[config.mk]
export PLATFORM = sky130hd
export DESIGN_NAME = rms_sequencer_flat
export DESIGN_NICKNAME = d
export VERILOG_FILES = /design/src/rtl/rms_sequencer_if.sv /design/src/rtl/rms_sequencer.sv /design/src/flat_wrapper.sv
export SDC_FILE = /design/constraint.sdc
export NUM_CORES = 1
export LEC_CHECK = 0
export ABC_AREA = 1
export BUFFER_PORTS_ARGS = -buffer_cell sky130_fd_sc_hd__buf_4
export CAP_MARGIN = 30
export CORE_MARGIN = 2
export CORE_UTILIZATION = 48
export DETAILED_ROUTE_END_ITERATION = 8
export PLACE_DENSITY_LB_ADDON = 0.12
export SYNTH_ARGS = -nofsm -noshare
export SYNTH_HDL_FRONTEND = slang
export SYNTH_SLANG_ARGS = --single-unit
[constraint.sdc]
create_clock -name clk -period 1.1 [get_ports clk]
set_input_delay 0.055 -clock clk [delete_from_list [all_inputs] [get_ports clk]]
set_output_delay 0.055 -clock clk [all_outputs]
set_load 0.01 [all_outputs]
[src/rtl/rms_sequencer_if.sv]
// Shared instruction/data memory port between the sequencer and the memory.
// The sequencer holds mem_req until mem_ack, a single-cycle pulse, completes the transfer.
interface rms_sequencer_if;
    logic mem_req;       // transfer request, held until acknowledged
    logic mem_we;        // write qualifier for mem_req
    logic mem_addr_src;  // 0 = PC, 1 = ALUout
    logic mem_ack;       // transfer done, one-cycle pulse

    modport master (
        output mem_req,
        output mem_we,
        output mem_addr_src,
        input  mem_ack
    );

    modport slave (
        input  mem_req,
        input  mem_we,
        input  mem_addr_src,
        output mem_ack
    );
endinterface

[src/rtl/rms_sequencer.sv]
// rms_sequencer: multi-cycle Moore control FSM for the 16-bit core.
// It decodes the opcode and steps through fetch, immediate fetch, execute,
// memory and write-back phases. At each phase it drives the register-management
// strobes and the PC, IR, ALU and memory controls. Every output is a registered
// decode of the next state, so the outputs change only on clock edges.
module rms_sequencer #(
    parameter int OPW         = 4,
    parameter int ALUOPW      = 3,
    parameter int MEM_TIMEOUT = 15
) (
    input  logic              clk,
    input  logic              reset_n,
    rms_sequencer_if.master   memBus,
    input  logic [OPW-1:0]    op,
    input  logic              cmp_result,
    output logic              pc_write,
    output logic [1:0]        pc_src,
    output logic              ir_write,
    output logic              writeImR,
    output logic              RegR1,
    output logic              RegR2,
    output logic              RegW1,
    output logic              RegW2,
    output logic              writeCR,
    output logic [1:0]        RegSrc,
    output logic              ALUsrc,
    output logic [ALUOPW-1:0] ALUop,
    output logic              cmpne,
    output logic              cmpeq,
    output logic              save,
    output logic              restore,
    output logic              halted,
    output logic              bus_err
);

    typedef enum logic [3:0] {
        OP_ADD  = 4'h0, OP_SUB = 4'h1, OP_AND = 4'h2, OP_OR  = 4'h3,
        OP_SLT  = 4'h4, OP_ADDI = 4'h5, OP_LW = 4'h6, OP_SW  = 4'h7,
        OP_BEQ  = 4'h8, OP_BNE = 4'h9, OP_JAL = 4'hA, OP_RET = 4'hB,
        OP_IN   = 4'hC, OP_OUT = 4'hD, OP_LI  = 4'hE, OP_HALT = 4'hF
    } opcode_t;

    typedef enum logic [3:0] {
        S_FETCH, S_DECODE, S_IMM, S_EXEC, S_MEM,
        S_WB, S_WB_CR, S_BR, S_JMP, S_HALT
    } state_t;

    // All registered control outputs, cleared as a group on reset.
    typedef struct packed {
        logic              memReq;
        logic              memWe;
        logic              memAddrSrc;
        logic              pcWrite;
        logic [1:0]        pcSrc;
        logic              irWrite;
        logic              writeImR;
        logic              regR1;
        logic              regR2;
        logic              regW1;
        logic              regW2;
        logic              writeCR;
        logic [1:0]        regSrc;
        logic              aluSrc;
        logic [ALUOPW-1:0] aluOp;
        logic              cmpne;
        logic              cmpeq;
        logic              save;
        logic              restore;
        logic              halted;
    } ctrl_t;

    localparam logic [1:0] PC_INC = 2'b00;  // PC + 1
    localparam logic [1:0] PC_BR  = 2'b01;  // branch target
    localparam logic [1:0] PC_REG = 2'b10;  // A (jump / return)

    localparam logic [1:0] SRC_IMR = 2'b00;
    localparam logic [1:0] SRC_MEM = 2'b01;
    localparam logic [1:0] SRC_ALU = 2'b10;
    localparam logic [1:0] SRC_A   = 2'b11;

    localparam int             CNTW      = $clog2(MEM_TIMEOUT + 1);
    localparam logic [CNTW-1:0] LAST_WAIT = CNTW'(MEM_TIMEOUT - 1);

    state_t          state;
    state_t          nextState;
    ctrl_t           ctrl;
    ctrl_t           nxt;
    logic [CNTW-1:0] waitCnt;
    logic [3:0]      opc;
    logic            memState;
    logic            ackTaken;
    logic            waiting;
    logic            timeoutHit;

    assign opc = op[3:0];

    // An ack counts only while a request is actually on the bus. This filters
    // stray acks outside memory states and acks that outlive a reset.
    assign memState   = (state == S_FETCH) || (state == S_IMM) || (state == S_MEM);
    assign ackTaken   = memState && memBus.mem_req && memBus.mem_ack;
    assign waiting    = memState && memBus.mem_req && !memBus.mem_ack;
    assign timeoutHit = waiting && (waitCnt == LAST_WAIT);

    // Controls presented on entry to EXEC; the ALU adds A+imm for ADDI/LW/SW.
    function automatic ctrl_t execCtrl(input logic [3:0] code);
        ctrl_t c;
        c = '0;
        case (code)
            OP_ADD, OP_SUB, OP_AND, OP_OR, OP_SLT: begin
                c.aluSrc = 1'b1;
                c.aluOp  = ALUOPW'(code[2:0]);
            end
            OP_BEQ: c.cmpeq   = 1'b1;
            OP_BNE: c.cmpne   = 1'b1;
            OP_JAL: c.save    = 1'b1;
            OP_RET: c.restore = 1'b1;
            OP_IN: begin
                c.regW2  = 1'b1;
                c.regSrc = SRC_A;
            end
            OP_OUT: c.regW1 = 1'b1;
            OP_LI: begin
                c.regW2  = 1'b1;
                c.regSrc = SRC_IMR;
            end
            default: c.aluSrc = 1'b0;
        endcase
        return c;
    endfunction

    // Data-phase request: address from ALUout, write only for SW.
    function automatic ctrl_t memCtrl(input logic [3:0] code);
        ctrl_t c;
        c            = '0;
        c.memReq     = 1'b1;
        c.memAddrSrc = 1'b1;
        c.memWe      = (code == OP_SW);
        return c;
    endfunction

    // Next-state and next-output decode.
    always_comb begin
        // NOTE: every variable gets a default before the case so no path leaves it unassigned (no latch).
        nextState = state;
        nxt       = '0;
        if (timeoutHit) begin
            nextState  = S_HALT;
            nxt.halted = 1'b1;
        end else begin
            case (state)
                S_FETCH: begin
                    if (ackTaken) begin
                        nextState   = S_DECODE;
                        nxt.irWrite = 1'b1;
                        nxt.pcWrite = 1'b1;
                        nxt.regR1   = 1'b1;
                        nxt.regR2   = 1'b1;
                    end else begin
                        // Also raises the request after reset or after the SW gap cycle.
                        nxt.memReq = 1'b1;
                    end
                end
                S_DECODE: begin
                    case (opc)
                        OP_ADDI, OP_LW, OP_SW, OP_BEQ, OP_BNE, OP_JAL, OP_LI: begin
                            nextState  = S_IMM;
                            nxt.memReq = 1'b1;
                        end
                        OP_HALT: begin
                            nextState  = S_HALT;
                            nxt.halted = 1'b1;
                        end
                        default: begin
                            nextState = S_EXEC;
                            nxt       = execCtrl(opc);
                        end
                    endcase
                end
                S_IMM: begin
                    if (ackTaken) begin
                        nextState    = S_EXEC;
                        nxt          = execCtrl(opc);
                        nxt.writeImR = 1'b1;
                        nxt.pcWrite  = 1'b1;
                    end else begin
                        nxt.memReq = 1'b1;
                    end
                end
                S_EXEC: begin
                    case (opc)
                        OP_ADD, OP_SUB, OP_AND, OP_OR, OP_ADDI: begin
                            nextState  = S_WB;
                            nxt.regW2  = 1'b1;
                            nxt.regSrc = SRC_ALU;
                        end
                        OP_SLT: begin
                            // AltB result goes to CR (r57) through write port 1.
                            nextState   = S_WB_CR;
                            nxt.regW1   = 1'b1;
                            nxt.writeCR = 1'b1;
                        end
                        OP_LW, OP_SW: begin
                            nextState = S_MEM;
                            nxt       = memCtrl(opc);
                        end
                        OP_BEQ, OP_BNE: begin
                            nextState = S_BR;
                            if (cmp_result) begin
                                nxt.pcWrite = 1'b1;
                                nxt.pcSrc   = PC_BR;
                            end
                        end
                        OP_JAL: begin
                            // Link value reaches write port 2 through the ALU output path.
                            nextState   = S_JMP;
                            nxt.pcWrite = 1'b1;
                            nxt.pcSrc   = PC_REG;
                            nxt.regW2   = 1'b1;
                            nxt.regSrc  = SRC_ALU;
                        end
                        OP_RET: begin
                            nextState   = S_JMP;
                            nxt.pcWrite = 1'b1;
                            nxt.pcSrc   = PC_REG;
                        end
                        default: begin
                            nextState  = S_FETCH;
                            nxt.memReq = 1'b1;
                        end
                    endcase
                end
                S_MEM: begin
                    if (ackTaken) begin
                        if (opc == OP_LW) begin
                            nextState  = S_WB;
                            nxt.regW2  = 1'b1;
                            nxt.regSrc = SRC_MEM;
                        end else begin
                            // Enter FETCH with the request low for one cycle to keep a bus gap.
                            nextState = S_FETCH;
                        end
                    end else begin
                        nxt = memCtrl(opc);
                    end
                end
                S_WB, S_WB_CR, S_BR, S_JMP: begin
                    nextState  = S_FETCH;
                    nxt.memReq = 1'b1;
                end
                S_HALT: nxt.halted = 1'b1;
                default: begin
                    nextState  = S_FETCH;
                    nxt.memReq = 1'b1;
                end
            endcase
        end
    end

    // State, registered outputs, wait counter and sticky bus error.
    always_ff @(posedge clk or negedge reset_n) begin
        if (!reset_n) begin
            state   <= S_FETCH;
            ctrl    <= '0;
            waitCnt <= '0;
            bus_err <= 1'b0;
        end else begin
            // NOTE: sequential state uses non-blocking assignments so all registers update together.
            state   <= nextState;
            ctrl    <= nxt;
            waitCnt <= (waiting && !timeoutHit) ? waitCnt + CNTW'(1) : '0;
            if (timeoutHit) begin
                bus_err <= 1'b1;
            end
        end
    end

    assign memBus.mem_req      = ctrl.memReq;
    assign memBus.mem_we       = ctrl.memWe;
    assign memBus.mem_addr_src = ctrl.memAddrSrc;
    assign pc_write            = ctrl.pcWrite;
    assign pc_src              = ctrl.pcSrc;
    assign ir_write            = ctrl.irWrite;
    assign writeImR            = ctrl.writeImR;
    assign RegR1               = ctrl.regR1;
    assign RegR2               = ctrl.regR2;
    assign RegW1               = ctrl.regW1;
    assign RegW2               = ctrl.regW2;
    assign writeCR             = ctrl.writeCR;
    assign RegSrc              = ctrl.regSrc;
    assign ALUsrc              = ctrl.aluSrc;
    assign ALUop               = ctrl.aluOp;
    assign cmpne               = ctrl.cmpne;
    assign cmpeq               = ctrl.cmpeq;
    assign save                = ctrl.save;
    assign restore             = ctrl.restore;
    assign halted              = ctrl.halted;

endmodule

[src/flat_wrapper.sv]
// flat-port wrapper written by rule: the top's interface ports become plain ports
module rms_sequencer_flat 
#(
    parameter int OPW         = 4,
    parameter int ALUOPW      = 3,
    parameter int MEM_TIMEOUT = 15
)
  (clk, reset_n, op, cmp_result, pc_write, pc_src, ir_write, writeImR, RegR1, RegR2, RegW1, RegW2, writeCR, RegSrc, ALUsrc, ALUop, cmpne, cmpeq, save, restore, halted, bus_err, memBus_mem_req, memBus_mem_we, memBus_mem_addr_src, memBus_mem_ack);
  rms_sequencer_if memBus_i ();
  input  logic clk;
  input  logic reset_n;
  input  logic [OPW-1:0] op;
  input  logic cmp_result;
  output logic pc_write;
  output logic [1:0] pc_src;
  output logic ir_write;
  output logic writeImR;
  output logic RegR1;
  output logic RegR2;
  output logic RegW1;
  output logic RegW2;
  output logic writeCR;
  output logic [1:0] RegSrc;
  output logic ALUsrc;
  output logic [ALUOPW-1:0] ALUop;
  output logic cmpne;
  output logic cmpeq;
  output logic save;
  output logic restore;
  output logic halted;
  output logic bus_err;
  output wire logic [$bits(memBus_i.mem_req)-1:0] memBus_mem_req;
  output wire logic [$bits(memBus_i.mem_we)-1:0] memBus_mem_we;
  output wire logic [$bits(memBus_i.mem_addr_src)-1:0] memBus_mem_addr_src;
  input wire logic [$bits(memBus_i.mem_ack)-1:0] memBus_mem_ack;
  assign memBus_mem_req = memBus_i.mem_req;
  assign memBus_mem_we = memBus_i.mem_we;
  assign memBus_mem_addr_src = memBus_i.mem_addr_src;
  assign memBus_i.mem_ack = memBus_mem_ack;
  rms_sequencer #(.OPW(OPW), .ALUOPW(ALUOPW), .MEM_TIMEOUT(MEM_TIMEOUT)) u_core (.clk(clk), .reset_n(reset_n), .memBus(memBus_i), .op(op), .cmp_result(cmp_result), .pc_write(pc_write), .pc_src(pc_src), .ir_write(ir_write), .writeImR(writeImR), .RegR1(RegR1), .RegR2(RegR2), .RegW1(RegW1), .RegW2(RegW2), .writeCR(writeCR), .RegSrc(RegSrc), .ALUsrc(ALUsrc), .ALUop(ALUop), .cmpne(cmpne), .cmpeq(cmpeq), .save(save), .restore(restore), .halted(halted), .bus_err(bus_err));
endmodule
==> results of run 1 <==
==> area by class of cell <==
| type | count | area share |
|---|---|---|
| clock buffers | 6 | 0.0227 |
| inverters | 33 | 0.0560 |
| multi-input cells | 121 | 0.327 |
| repair buffers | 58 | 0.209 |
| flip-flops and latches | 31 | 0.346 |
| well taps | 44 | 0.0244 |
| clock inverters | 2 | 0.0155 |
==> registers in the layout, summed over array words and instances, names as in the netlist <==
name                        flops
u_core.halted                   1
u_core.writeImR                 1
u_core.state                    4
u_core.pc_write                 1
u_core.cmpne                    1
u_core.cmpeq                    1
u_core.writeCR                  1
u_core.memBus.mem_addr_src      1
u_core.ALUop                    3
u_core.ALUsrc                   1
u_core.save                     1
u_core.memBus.mem_req           1
u_core.RegSrc                   2
u_core.RegW2                    1
u_core.waitCnt                  4
u_core.bus_err                  1
u_core.restore                  1
u_core.RegW1                    1
u_core.pc_src                   2
u_core.ir_write                 1
u_core.memBus.mem_we            1
==> metrics by stage <==
step / std cells / instance area, µm² / worst slack [ns] / total power (W)
3_3_place_gp: 278 / 1990 / -0.181 / 0.00322
3_5_place_dp: 278 / 1990 / -0.227 / 0.00329
2_1_floorplan: 186 / 1570 / -0.0397 / 0.00259
5_1_grt: 295 / 2260 / -0.279 / 0.00497
6_report: 295 / 2260 / -0.178 / 0.00463
4_1_cts: 292 / 2190 / -0.160 / 0.00448
==> per-layer routing <==
layer	vias to the layer above	track usage	part of all wire
li1	712	-	-
met1	674	0.295	0.42
met2	53	0.373	0.51
met3	12	0.0640	0.051
met4	0	0.0839	0.027
met5	-	0	0
==> repair_timing <==
action                                  4_1_cts  5_1_grt
endpoints found under the setup margin       31       32
pin swaps                                    10        9
gates cloned                                  1        0
buffers inserted                              3        3
hold endpoints to repair                     32        0
hold buffers                                  2        0
gates resized for setup                      13       20
==> final timing paths <==
kind	cells past startpoint	to
min reg2reg	2	u_core.bus_err
min in group asynchronous	2	u_core.cmpeq
max reg2reg	6	u_core.cmpne
max in group asynchronous	2	u_core.state[3]
max	6	u_core.cmpne
min	3	u_core.pc_src[1]
==> worst max-delay path: cells and delay by family, from the launching register on <==
| family | cells | cell delay (ns) |
|---|---|---|
| buffers and inverters | 2 | 0.26 |
| and+or+nand+nor | 4 | 0.49 |
| DFF | 1 | 0.45 |
==> power by group through the flow <==
stage / registers [W] / logic (W) / clock network [W]
after floorplan: 0.00156 / 0.00103 / 0
after global placement: 0.00149 / 0.00173 / 0
after detailed placement: 0.00150 / 0.00179 / 0
after CTS: 0.00149 / 0.00205 / 0.000947
after global routing: 0.00152 / 0.00244 / 0.00100
final: 0.00150 / 0.00221 / 0.000922
==> cell families after synthesis <==
logic type	share of synthesized area
AOI/OAI and AO/OA	0.0562
xor gates and xnor gates	0.0112
adders and majority gates	0.0160
buffers and inverters	0.0891
DFF	0.498
and+or+nand+nor	0.330
==> Yosys cell counts, drive strengths merged <==
master	instances	area, µm²
o31ai	1	7.51
nand4	4	40.0
inv	33	124
ha	2	25.0
xnor2	1	8.76
nor3	6	45.0
o21ai	8	43.8
dfrtp	31	776
nor2	37	159
o22ai	1	12.5
nand2	40	178
xor2	1	8.76
nand3	15	92.6
buf	2	15.0
a21oi	4	23.8
==> impl_metrics.json, run 1 <==
{
  "mostFrequentLayoutCells": "buf_4, nand2_1, dfrtp_1, nor2_1, inv_1",
  "rsz0062_at_grt": "true",
  "cts_buffers": 5,
  "clock_sinks": 31,
  "crit_slowest_cell": "dfrtp_2",
  "drt_iter0_drc": 66,
  "setup_ws_ns": -0.178,
  "arrival_ns": 1.54,
  "worstSetupStartpointType": "flip-flop",
  "clock-skew-final_ns": 0.0107,
  "period_share": 1.16,
  "slowest_delay_ns": 0.45,
  "cts_buffer_depth": 2,
  "final_nets": 260,
  "required_ns": 1.36,
  "netlist_area_um2": 1560,
  "period_needed_ns": 1.28,
  "multi_input_area_um2": 738,
  "seqPwrFrac": 0.324,
  "pwr_density_cell_nw_per_um2": 2050,
  "cts-root-buf": "clkbuf_4",
  "worstSkewPairLatency_ns": 0.33,
  "vias": 1451,
  "cts_tree": "done",
  "grt_pass1_wl_um": 6150,
  "drive_gt1_frac": 0.450,
  "drt-total-wl_um": 3550,
  "tightest_slew_ns": 0.380,
  "chipWidth_um": 61.0,
  "leakagePower_nw": 1.21,
  "status": "finished with violations",
  "layout-area-overhead-vs-synth_pct": 44.9,
  "cp_max_fo": 8,
  "pwr-share-clk": 0.199,
  "regArea_um2": 781,
  "grt_max_degree": 32,
  "globalRouteOverflowTotal": 0,
  "clk_pin_slew_ns": 0.10,
  "dieArea_um2": 3720,
  "synthCells": 186,
  "antenna_found_initial": 0,
  "timing.final.max_slew_violations": 0,
  "first_pass_iters": 4,
  "place.gp.congestion": 0.972,
  "ios": 33,
  "io_buffers": 32,
  "switchingPower_w": 0.00176,
  "finalSetupViolCount": 29,
  "initial_core_util": 0.507,
  "rr_startpoint": "u_core.state[2]",
  "synth-seq-cells": 31,
  "grt_pass1_vias": 1301,
  "hold_class": "in2reg",
  "hold_ws_ns": 0.0172,
  "cap_violations": 0,
  "hold_viol_final": 0,
  "vdd_drop_max_mv": 1.45,
  "comb_power_share": 0.477,
  "p_int_w": 0.00287,
  "switching_share": 0.381,
  "crit_start": "u_core.state[2]",
  "synth.distinct_cells": 27,
  "chipHeight_um": 61.0,
  "critical_path_class": "reg2reg",
  "tns_ns": -3.46,
  "ant_nets": 0,
  "drc": 0,
  "violations": "negative setup slack",
  "ys_seq_area_frac": 0.498,
  "fillers": 222,
  "hp-start": "op[1]",
  "final_util": 0.734,
  "rows": 20,
  "crit_path_end_kind": "flip-flop",
  "core-area_um2": 3080,
  "cp_cell_sequence": "inv_2 -> nand2_2 -> nor2_4 -> nand3_4 -> buf_4 -> nor3_1",
  "regToRegSetupSlack_ns": -0.18,
  "slew_headroom": 0.747,
  "hpwl_um": 2590,
  "antenna_cells": 0,
  "htreeDepth": 2,
  "syn_area_per_cell_um2": 8.38,
  "grt_use_total": 0.230,
  "max_freq_mhz": 783,
  "wire_per_inst_um": 12.0,
  "syn_nets": 196,
  "ys_warn_count": 0,
  "via_per_inst": 4.92,
  "final_common_cell": "buf_4"
}
(Power assumes the default switching activity.)
==> run 2: changes to the inputs <==
- ABC_AREA: 1 -> unset
- HOLD_SLACK_MARGIN: unset -> 0.03
- SETUP_SLACK_MARGIN: unset -> 0.02
==> run 2 against run 1 <==
Compared with the run above:
- cell count shrank 6.8%
- critical path depth shrank 1
- largest cell class is now multi-input combinational cells
- total power grew 5.2%
- cell area grew 9.0%
- the flow still finishes with violations (negative setup slack)
- largest power group unchanged
- highest routed layer unchanged
- synthesized cell count shrank 19%
==> impl_metrics.json, run 2 <==
{
  "ys_warn_count": 0,
  "tightest_slew_ns": 0.551,
  "grt_max_degree": 32,
  "synth-seq-cells": 31,
  "initial_core_util": 0.505,
  "required_ns": 1.36,
  "slew_headroom": 0.632,
  "grt_use_total": 0.231,
  "globalRouteOverflowTotal": 0,
  "htreeDepth": 2,
  "mostFrequentLayoutCells": "buf_4, dfrtp_1, nor2_1, nand2_1",
  "first_pass_iters": 5,
  "design_area_um2": 2460,
  "syn_area_per_cell_um2": 10.3,
  "leakagePower_nw": 1.21,
  "clk_pin_slew_ns": 0.09,
  "vdd_drop_max_mv": 1.23,
  "drive_gt1_frac": 0.537,
  "setup_ws_ns": -0.539,
  "period_needed_ns": 1.64,
  "drc": 0,
  "hold_viol_final": 0,
  "layout-area-overhead-vs-synth_pct": 59.8,
  "totalPowerFinal_w": 0.00487,
  "cts_buffer_depth": 2,
  "dp.cells": 257,
  "async_flop_share": 1.00,
  "drt_iter0_drc": 64,
  "vias": 1546,
  "via_per_inst": 5.62,
  "cts_tree": "done",
  "violations": "negative setup slack",
  "instances_no_fill": 275,
  "chipWidth_um": 60.6,
  "antenna_found_initial": 0,
  "clock-skew-final_ns": 0.0117,
  "wire_per_inst_um": 17.0,
  "crit_path_end_kind": "flip-flop",
  "ios": 33,
  "hold_ws_ns": 0.102,
  "grt_pass1_wl_um": 6210,
  "pwr_density_cell_nw_per_um2": 1980,
  "synthMostInstantiatedCell": "dfrtp_1",
  "clock_sinks": 31,
  "worstSetupStartpointType": "flip-flop",
  "synthCells": 150,
  "chipHeight_um": 60.6,
  "hpwl_um": 2890,
  "rsz0062_at_grt": "true",
  "worstSkewPairLatency_ns": 0.33,
  "syn_nets": 160,
  "final_common_cell": "buf_4",
  "synth_area_leaders": "dfrtp_1, nor2_1, or2_2",
  "netlist.area_leader.share": 0.504,
  "max_freq_mhz": 610,
  "antenna_cells": 0,
  "hold_class": "in2reg",
  "arrival_ns": 1.90,
  "critical_path_class": "reg2reg",
  "finalSetupViolCount": 31,
  "post_dp_cell_area_um2": 2150,
  "synth-edff-count": 0,
  "grt_pass1_vias": 1347,
  "cts-root-buf": "clkbuf_4",
  "fillers": 196,
  "ant_nets": 0,
  "status": "finished with violations",
  "synth.distinct_cells": 49,
  "ys.flop_type": "dfrtp_1",
  "io_buffers": 32,
  "cp_max_fo": 5,
  "synth_common_cells": "dfrtp_1, nor2_1, nand2_1",
  "rows": 20,
  "yosys.area.top_type": "dfrtp_1",
  "period_share": 1.49,
  "ys_seq_area_frac": 0.504,
  "cts_buffers": 5,
  "final_nets": 241,
  "place.gp.congestion": 0.910,
  "cap_violations": 0,
  "drt-total-wl_um": 4670,
  "timing.final.max_slew_violations": 0,
  "dieArea_um2": 3680,
  "netlist_area_um2": 1540,
  "core-area_um2": 3050
}
[run 2: changes by cell type after synthesis, sizes merged, moves of 3 or more]
| cell | change |
|---|---|
| inv | -31 |
| nand2 | -31 |
| nor2 | -16 |
| nand3 | -13 |
| clkbuf | +8 |
| or2 | +7 |
| nand2b | +5 |
| a211oi | +4 |
| buf | +4 |
| nor4b | +4 |
| a211o | +3 |
| nand4 | -3 |
| nor4 | +3 |
| o21ai | -3 |
[run 2: per-stage QoR]
| stage | setup slack, ns | util | TNS [ns] |
|---|---|---|---|
| after floorplan | -0.519 | - | -9.08 |
| after global placement | -0.434 | 0.704 | -10.06 |
| after detailed placement | -0.461 | 0.704 | -10.93 |
| after CTS | -0.460 | 0.764 | -10.17 |
| after global routing | -0.536 | 0.806 | -12.74 |
| final | -0.539 | 0.806 | -11.34 |
[run 2: power breakdown]
part	internal, W	switching [W]
logic	0.00148	0.00124
registers	0.00133	0.000153
clock network	0.000295	0.000370
total	0.00310	0.00177
[run 2: metal layers]
metal,part of all wire,track usage,wire length (µm)
met1,0.40,0.315,1890
met2,0.49,0.353,2280
met3,0.078,0.0469,362
met4,0.030,0.106,140
met5,0,0,0
[run 2: worst paths after layout]
kind | start | to | slack [ns] | depth (start not counted)
hold / removal | op[2] | u_core.restore | 0.10 | 3
min in group asynchronous | reset_n | u_core.state[2] | 0.18 | 2
hold reg to reg | u_core.bus_err | u_core.bus_err | 0.49 | 1
setup reg to reg | u_core.state[0] | u_core.RegW2 | -0.54 | 5
setup / recovery | u_core.state[0] | u_core.RegW2 | -0.54 | 5
max in group asynchronous | reset_n | u_core.state[1] | 0.61 | 2
[run 2: logic make-up (layout without fill, tap and decap cells)]
family | after synthesis | count (layout) | share of synthesized area
AND/OR/NAND/NOR | 69 | 69 | 0.266
flip-flops | 31 | 31 | 0.504
AO/OA/AOI/OAI | 29 | 29 | 0.145
buffers and inverters | 16 | 97 | 0.0520
adder cells (fa/ha/maj) | 2 | 2 | 0.0162
XOR/XNOR | 2 | 2 | 0.0114
multiplexers | 1 | 1 | 0.00650
[run 2: final cells by class]
class                   count  area [µm²]  share of cell area
flip-flops and latches     31         777               0.316
clock inverters             1        5.00             0.00203
clock buffers               6        51.3              0.0208
well taps                  44        55.1              0.0224
multi-input cells         103         857               0.348
repair buffers             88         708               0.288
inverters                   2        7.51             0.00305
[run 2: repair_timing]
item                       in CTS  in global routing
hold buffers                    2                  1
setup endpoints to repair      31                 32
setup buffers                   4                  5
gates resized for setup        15                 13
pin swaps                       5                  6
hold endpoints to repair       32                  1
[run 2: worst max-delay path, cell delays in order, from the launching register on]
cell	delay, ns
dfrtp_1	0.41
buf_6	0.14
nand4b_1	0.29
a2111oi_4	0.42
a211o_1	0.19
nand3b_1	0.13
==> run 3: changes to the inputs <==
- ABC_AREA: unset -> 1
- MAX_ROUTING_LAYER: unset -> met4
==> run 3 against run 2 <==
Compared with the run above:
- the run still ends with negative setup slack left
- critical path type unchanged
- first-iteration DRC count shrank 9.4%
- cell count is 9.1% higher
- sequential share of layout area up 2.0 points
- clock skew fell by 0.0018 ns
- critical path depth increased by 3
- flip-flop and latch count unchanged
- global-route usage increased by 0.97 points
- utilization decreased by 5.2 points
- clock-buffer cell count unchanged
- critical endpoint is now u_core.memBus.mem_req
- combinational power down 15%
==> impl_metrics.json, run 3 (synthesized netlist as in run 1, its figures left out) <==
{
  "drc": 0,
  "drt-total-wl_um": 3970,
  "chipWidth_um": 61.0,
  "ios": 33,
  "antenna_cells": 0,
  "cts-root-buf": "clkbuf_4",
  "grt_pass1_wl_um": 6270,
  "holdPathStages": 3,
  "finalSetupViolCount": 30,
  "rr_startpoint": "u_core.state[0]",
  "rsz0062_at_grt": "true",
  "arrival_ns": 1.54,
  "antenna_found_initial": 0,
  "critical_path_class": "reg2reg",
  "crit_path_end_kind": "flip-flop",
  "grt_max_degree": 32,
  "ant_nets": 0,
  "chipHeight_um": 61.0,
  "hpwl_um": 2530,
  "timing.rr.end": "u_core.memBus.mem_req",
  "dieArea_um2": 3720,
  "violations": "negative setup slack",
  "regArea_um2": 779,
  "cap_violations": 0,
  "dp.cells": 278,
  "tightest_slew_ns": 0.384,
  "rows": 20,
  "cts_tree": "done",
  "final_nets": 265,
  "clock_sinks": 31,
  "initial_core_util": 0.507,
  "period_needed_ns": 1.31,
  "reg2reg_depth": 8,
  "hold-path-endpoint": "u_core.cmpne",
  "cts_buffer_depth": 2,
  "core-area_um2": 3080,
  "fillers": 216,
  "multi_input_area_um2": 766,
  "place.gp.congestion": 0.946,
  "hold_class": "in2reg",
  "wire_per_inst_um": 13.2,
  "period_share": 1.19,
  "regToRegSetupSlack_ns": -0.21,
  "final_util": 0.754,
  "via_per_inst": 4.89,
  "max_freq_mhz": 766,
  "cts_buffers": 5,
  "clock-skew-final_ns": 0.00990,
  "pwr_density_cell_nw_per_um2": 2040,
  "cp_max_fo": 7,
  "instances_no_fill": 300,
  "timing.final.max_slew_violations": 0,
  "worstSkewPairLatency_ns": 0.34,
  "hp-start": "op[0]",
  "slew_headroom": 0.744,
  "first_pass_iters": 4,
  "clk_pin_slew_ns": 0.10,
  "status": "finished with violations",
  "vias": 1466,
  "layout-area-overhead-vs-synth_pct": 48.9,
  "leakagePower_nw": 1.25,
  "grt_use_total": 0.240,
  "drive_gt1_frac": 0.461,
  "hold_viol_final": 0,
  "setup_ws_ns": -0.205,
  "io_buffers": 32,
  "grt_pass1_vias": 1468,
  "vdd_drop_max_mv": 1.58,
  "final_common_cell": "buf_4",
  "drt_iter0_drc": 58,
  "mostFrequentLayoutCells": "buf_4, nand2_1, dfrtp_1, inv_1, nor2_1",
  "required_ns": 1.34,
  "globalRouteOverflowTotal": 0,
  "worstSetupStartpointType": "flip-flop",
  "htreeDepth": 2
}
## run 3: changes by cell type in the layout (fill, tap and decap cells not counted), sizes merged, moves of 4 or more
cell,change
inv,+31
nand2,+31
buf,-26
nor2,+16
nand3,+13
or2,-7
nand2b,-5
a211oi,-4
nand4,+4
nor4b,-4
## run 3: how the worst max path moves through the flow
| stage | startpoint | end | slack, ns | depth (start not counted) |
|---|---|---|---|---|
| final | u_core.state[0] | u_core.memBus.mem_req | -0.21 | 8 |
| after global routing | u_core.state[2] | u_core.state[0] | -0.31 | 7 |
| after global placement | u_core.state[2] | u_core.state[2] | -0.18 | 7 |
| after detailed placement | u_core.state[2] | u_core.state[2] | -0.22 | 7 |
| after floorplan | u_core.state[2] | u_core.state[0] | -0.04 | 7 |
| after CTS | u_core.state[3] | u_core.waitCnt[3] | -0.16 | 5 |
## run 3: timing repair
item,4_1_cts,5_1_grt
endpoints found under the setup margin,31,32
setup buffers,7,2
hold buffers,4,0
pin swaps,12,9
gates resized for setup,24,17
gates cloned,1,0
endpoints found under the hold margin,33,0
## run 3: layout make-up
cell class / count / area share
Tap cell: 44 / 0.0237
Clock inverter: 2 / 0.0151
Clock buffer: 6 / 0.0221
Multi-Input combinational cell: 121 / 0.330
Inverter: 33 / 0.0555
Timing Repair Buffer: 63 / 0.218
Sequential cell: 31 / 0.336
## run 3: power breakdown
part | internal, W | switching [W] | leakage, nW
Combinational | 0.00103 | 0.00128 | 0.789
Clock | 0.000537 | 0.000400 | 0.0482
Sequential | 0.00132 | 0.000170 | 0.415
Total | 0.00289 | 0.00185 | 1.25
## run 3: critical path: stages (launching register included)
cell	delay, ns
dfrtp_1	0.42
buf_4	0.14
buf_4	0.13
nand3_4	0.12
nor2_1	0.06
nor2_1	0.13
nand3_1	0.10
nand2_2	0.07
inv_1	0.04
## run 3: metrics by stage
step	setup TNS [ns]	hold WS, ns	worst slack [ns]	cell area, µm²	total power [W]
after floorplan	-0.149	-0.241	-0.0397	1570	0.00259
after global placement	-2.27	-0.00518	-0.178	1990	0.00322
after detailed placement	-3.30	0.00256	-0.217	1990	0.00327
after CTS	-3.50	0.0320	-0.164	2250	0.00451
after global routing	-6.68	0.0561	-0.315	2320	0.00505
final	-4.16	0.0316	-0.205	2320	0.00474
## run 3: metal layers
layer	vias up	track usage	wire length (µm)
li1	716	-	-
met1	686	0.290	1650
met2	49	0.381	2020
met3	15	0.0448	170
met4	0	0.127	132
met5	-	-	0
